===== config.mk =====
export PLATFORM = sky130hd
export DESIGN_NAME = tff
export DESIGN_NICKNAME = d
export VERILOG_FILES = /design/src/rtl/tff.sv
export SDC_FILE = /design/constraint.sdc
export NUM_CORES = 1
export LEC_CHECK = 0
export ABC_AREA = 0
export BUFFER_PORTS_ARGS = -buffer_cell sky130_fd_sc_hd__buf_2
export CAP_MARGIN = 20
export CORE_AREA = 2 2 39 41
export DETAILED_ROUTE_END_ITERATION = 7
export DIE_AREA = 0 0 41 43
export HOLD_SLACK_MARGIN = 0.15
export SLEW_MARGIN = 10
export SYNTH_ARGS = -nofsm -noshare
export SYNTH_HDL_FRONTEND = slang
export SYNTH_SLANG_ARGS = --single-unit

===== constraint.sdc =====
create_clock -name clk -period 2.85 [get_ports clk]
set_input_delay 0.4275 -clock clk [delete_from_list [all_inputs] [get_ports clk]]
set_output_delay 0.4275 -clock clk [all_outputs]
set_load 0.05 [all_outputs]

===== src/rtl/tff.sv =====
// Bank of WIDTH independent toggle flip-flops with per-bit edge flags and a
// saturating count of clock edges at which at least one bit toggled.
module tff #(
    parameter int                 WIDTH       = 1,
    parameter logic [WIDTH-1:0]   RESET_VALUE = {WIDTH{1'b0}},
    parameter int                 CNT_WIDTH   = 8
) (
    input  logic                 clk,
    input  logic                 rst,
    input  logic [WIDTH-1:0]     t,
    output logic [WIDTH-1:0]     q,
    output logic [WIDTH-1:0]     qn,
    output logic [WIDTH-1:0]     rise,
    output logic [WIDTH-1:0]     fall,
    output logic [CNT_WIDTH-1:0] toggle_cnt
);

    localparam logic [CNT_WIDTH-1:0] CNT_MAX = {CNT_WIDTH{1'b1}};

    logic [WIDTH-1:0]     q_q,    q_d;
    logic [WIDTH-1:0]     rise_q, rise_d;
    logic [WIDTH-1:0]     fall_q, fall_d;
    logic [CNT_WIDTH-1:0] cnt_q,  cnt_d;
    logic                 any_toggle;

    assign any_toggle = |t;

    always_comb begin
        q_d    = q_q;
        rise_d = '0;
        fall_d = '0;
        cnt_d  = cnt_q;
        if (rst) begin
            q_d   = RESET_VALUE;
            cnt_d = '0;
        end else begin
            q_d    = q_q ^ t;
            // Edge flags describe the transition just taken, so they use the old q.
            rise_d = t & ~q_q;
            fall_d = t & q_q;
            if (any_toggle && (cnt_q != CNT_MAX)) begin
                cnt_d = cnt_q + CNT_WIDTH'(1);
            end
        end
    end

    always_ff @(posedge clk) begin
        q_q    <= q_d;
        rise_q <= rise_d;
        fall_q <= fall_d;
        cnt_q  <= cnt_d;
    end

    assign q          = q_q;
    assign qn         = ~q_q;
    assign rise       = rise_q;
    assign fall       = fall_q;
    assign toggle_cnt = cnt_q;

endmodule


# Word-level counts from Yosys, hierarchy flattened
# Cells that the tools add are included.
# totals
regBits	11
latchBits	0
ram_bits	0
romBits	0
input_bits	3
output_inout_bits	12
elab_cells	11
memories	0
# op_classes
n_addsub	1
multipliers	0
div_mod_pow	0
magnitude_cmp	0
n_eq_ne	1
shift	0
n_mux	0
bitwise_logic	4
n_reduce_logical	1
# ops
operator	n
$add 8x1->8 const B	1
$ne 8x8->1 const B	1
$and 1x1->1	2
$logic_and 1x1->1	1
$not 1->1	1
$xor 1x1->1	1

# Depth between registers and ports, before layout
# depth
word_depth	2
depth_mapped	4
mapped_depth_nobuf	4

# Worst setup path after synthesis
# OpenSTA, ideal clock, no wires.
# synth_timing
kind	reg2reg
start	reg cnt_q[0] (netlist: toggle_cnt[0])
end	reg cnt_q[0] (netlist: toggle_cnt[0])
setup_ns	0.121
arrival_ns	1.598
required_time_ns	2.729
path_slack_ns	1.131
path_stages_with_launch	5
path_buffers	0
synth_period_minus_slack_ns	1.719
path_cell_list	dfxtp_1 > ha_1 > and4_4 > a21boi_2 > mux2_4
# synth_via
elab_chain_len	2
word_cells_on_any_way	3
cone_classes	add/sub (1); eq/ne (1); reduce/logical (1)
# synth_lines
element	line_no	rtl
start: declaration	23	logic [CNT_WIDTH-1:0] cnt_q, cnt_d;
start signal: assignment	51	cnt_q <= cnt_d;
branches (longest 2 deep; another with $add 8x1->8)	n/a	
# Parallel ways; which one is timed is not known.
# A chain may end at the register's enable or synchronous reset.

# Worst setup path in the final report
# layout_timing
start	reg cnt_q[3] (netlist: toggle_cnt[3])
end	out toggle_cnt[3]
# layout_lines
element	line_no	rtl
end: declaration	15	output logic [CNT_WIDTH-1:0] toggle_cnt
# No word-level cell between the ends.

==> results.md <==
- Initial antenna violation count: 0
- CP max stage delay: 0.47 ns
- Crit-path max FO: 9
- RSZ-0062 raised after global routing: false
- Post-CTS setup buffers: 0
- Final Slew Violations: 0
- Worst EP arrival: between 1 and 1.5 ns
- Critical Path End Type: output port
- Count of cell types in the netlist: 24
- Worst Path Required: 2.42 ns
- Clk sinks: 11
- Setup TNS: 0 ns
- Antenna Cells: 0
- #FFs+latches synth: 11
- Clock Latency Late Sink: 0.27 ns
- Placed instance area: ~600 um2
- Fin Clk Skew: between 0.0015 and 0.002 ns
- Hold Path Class: input pin to flop
- Max Root-Sink Buffers: 2
- Pwr dens: 517 nW/um2
- Top delay family on crit path: flip-flops
- Mean Syn Cell Area: 9.80 um2
- Register area share after synthesis: between 40% and 50%
- Fmax: 677 MHz
- Layout cells sized above 1: 36.2%
- Area grow syn2layout: 21.0%
- Tmin final: 1.48 ns
- Cts bufs inserted: 3
- Hold-fix buffer count after cts: 0
- Layout Nets: 76
- Non-Filler Cell Area, Final: 628 um2
- Placed instance count: 81
- Root Buffer: clkbuf_4
- Placeable Area: between 1000 and 1500 um2
- Grt ovf: 0
- Yosys warns: 0
- Largest net degree at the start of global routing: 14
- Fin crit share: a little over 50%
- Total Routed Length: 996 um
- Post-CTS Resized: 0
- Worst Tran Pin Value: approximately 0.27 ns
- Synth Cell Area: approximately 520 um2
- CTS tree: done
- Worst Setup Start Kind: flop
- First-pass GRT wire length: 1640 um
- # setup viols final: 0
- DRC marker count from the first detailed-route iteration: 16
- # fillers: 136
- Crit path buf inv count: 1
- Reg clk slew, reported paths: approximately 0.070 ns
- Remaining DRCs: 0
- # H-tree levels: 1
- Tot Pwr: 0.325 mW
- Status: complete, no violations
- Gpl congestion: 0.809
- Die W: 41 um
- Post-layout util: 45.4%
- Routed WL per cell: 11.7 um
- Via count: 464
- I/O pin cnt: 15
- Number of global-route vias before repair: 362
- Post-DP HPWL: 723 um
- DR vias/cell: 5.46
- Maximum Capacitance Violations: 0
- Initial Util: approximately 38%
- Slowest CP cell: dfxtp_1
- TritonRoute pass-1 iters: 4
- CP Cell Sequence: buf_2
- Peak VDD IR: around 0.00025 V
- Cells after Synth: 53
- Global-route usage over all layers: 14.6%
- Filler-free cell count of the finished design: 85
- Die area: 1760 um2
- Syn_nets: 59
- Pleak: 0.271 nW
- Rows: 14
- # port buffers: 14
- Die Span Y: 43 um
- Relative slew slack: 81.8%
- Post-route ant nets: 0
- Worst Setup Path Type: flop to output port
- Fin. Hold Viols: 0
## where the power goes
group / leakage [nW] / internal, mW / switching (mW)
logic: 0.164 / 0.0143 / 0.0377
registers: 0.0896 / 0.159 / 0.00474
clock network: 0.0177 / 0.0519 / 0.0565
## cell type report
type	count	area, um2	share of cell area [%]
Tap cell	16	20.0	3.19
Timing Repair Buffer	14	70.1	11.2
Multi-Input combinational cell	39	287	45.6
Inverter	1	3.75	0.598
Clock buffer	3	22.5	3.59
Sequential cell	11	220	35.1
Clock inverter	1	5.00	0.797
## metrics by stage
stage          hold WS (ns)  setup slack, ns
2_1_floorplan         0.608             1.13
3_3_place_gp          0.518             1.43
3_5_place_dp          0.511             1.41
4_1_cts               0.467             1.36
5_1_grt               0.461             1.29
6_report              0.462             1.37
## synthesized netlist by cell type
cell type,number,share of area [%]
nor2b_1,3,3.6
ha_1,3,7.2
nand4_1,2,2.4
mux2_4,1,2.9
nor3_1,4,3.9
nor2_1,3,2.2
and4_2,1,1.9
and4_4,1,2.2
mux2i_1,1,1.9
and3_4,1,2.2
dfxtp_1,11,42
nor4b_1,1,1.7
a21boi_2,2,4.3
clkbuf_1,1,0.72
nand3_1,1,0.96
a211oi_1,3,4.3
a311oi_1,1,1.7
inv_1,1,0.72
a31oi_1,2,2.4
nand2b_1,2,2.4
clkbuf_2,1,0.96
nand2_1,1,0.72
and3_2,1,1.4
a21oi_1,5,4.8
## logic make-up (layout without fill, tap and decap cells)
| kind of cell | after synthesis | in the layout | synth area share, % |
|---|---|---|---|
| simple gates | 21 | 21 | 25.5 |
| compound gates | 13 | 13 | 17.6 |
| flops | 11 | 11 | 42.4 |
| fa+ha+maj | 3 | 3 | 7.23 |
| buf+inv | 3 | 19 | 2.41 |
| mux | 2 | 2 | 4.82 |
## path summary, 6_finish.rpt
path	slack, ns	depth (start not counted)	end	start
hold / removal	0.46	2	q	rst
setup / recovery	1.37	1	toggle_cnt[3]	toggle_cnt[3]
setup reg to reg	1.40	4	toggle_cnt[0]	toggle_cnt[0]
hold reg to reg	0.52	2	toggle_cnt[1]	toggle_cnt[1]
## cells in the final DEF (no fill, tap or decap), drive strengths merged
cell type,Yosys,final
nand3,1,1
a21boi,2,2
nor2,3,3
a31oi,2,2
nor2b,3,3
and4,2,2
nand4,2,2
nor3,4,4
a311oi,1,1
inv,1,1
buf,0,14
clkbuf,2,3
nand2b,2,2
dfxtp,11,11
mux2,1,1
nand2,1,1
mux2i,1,1
a21oi,5,5
ha,3,3
and3,2,2
nor4b,1,1
clkinv,0,1
a211oi,3,3
## layer usage
layer  vias to the layer above  global-route usage (%)  part of all wire, %
met5                         -                       0                    0
li1                        236                       -                    -
met3                         2                    8.38                  6.4
met1                       212                    18.0                   47
met2                        14                    18.4                   45
met4                         0                    10.0                  1.2
## registers in the layout, summed over array words and instances (netlist names)
name,flops
q,1
toggle_cnt,8
fall,1
rise,1
Power figures use the tool's default switching activity.
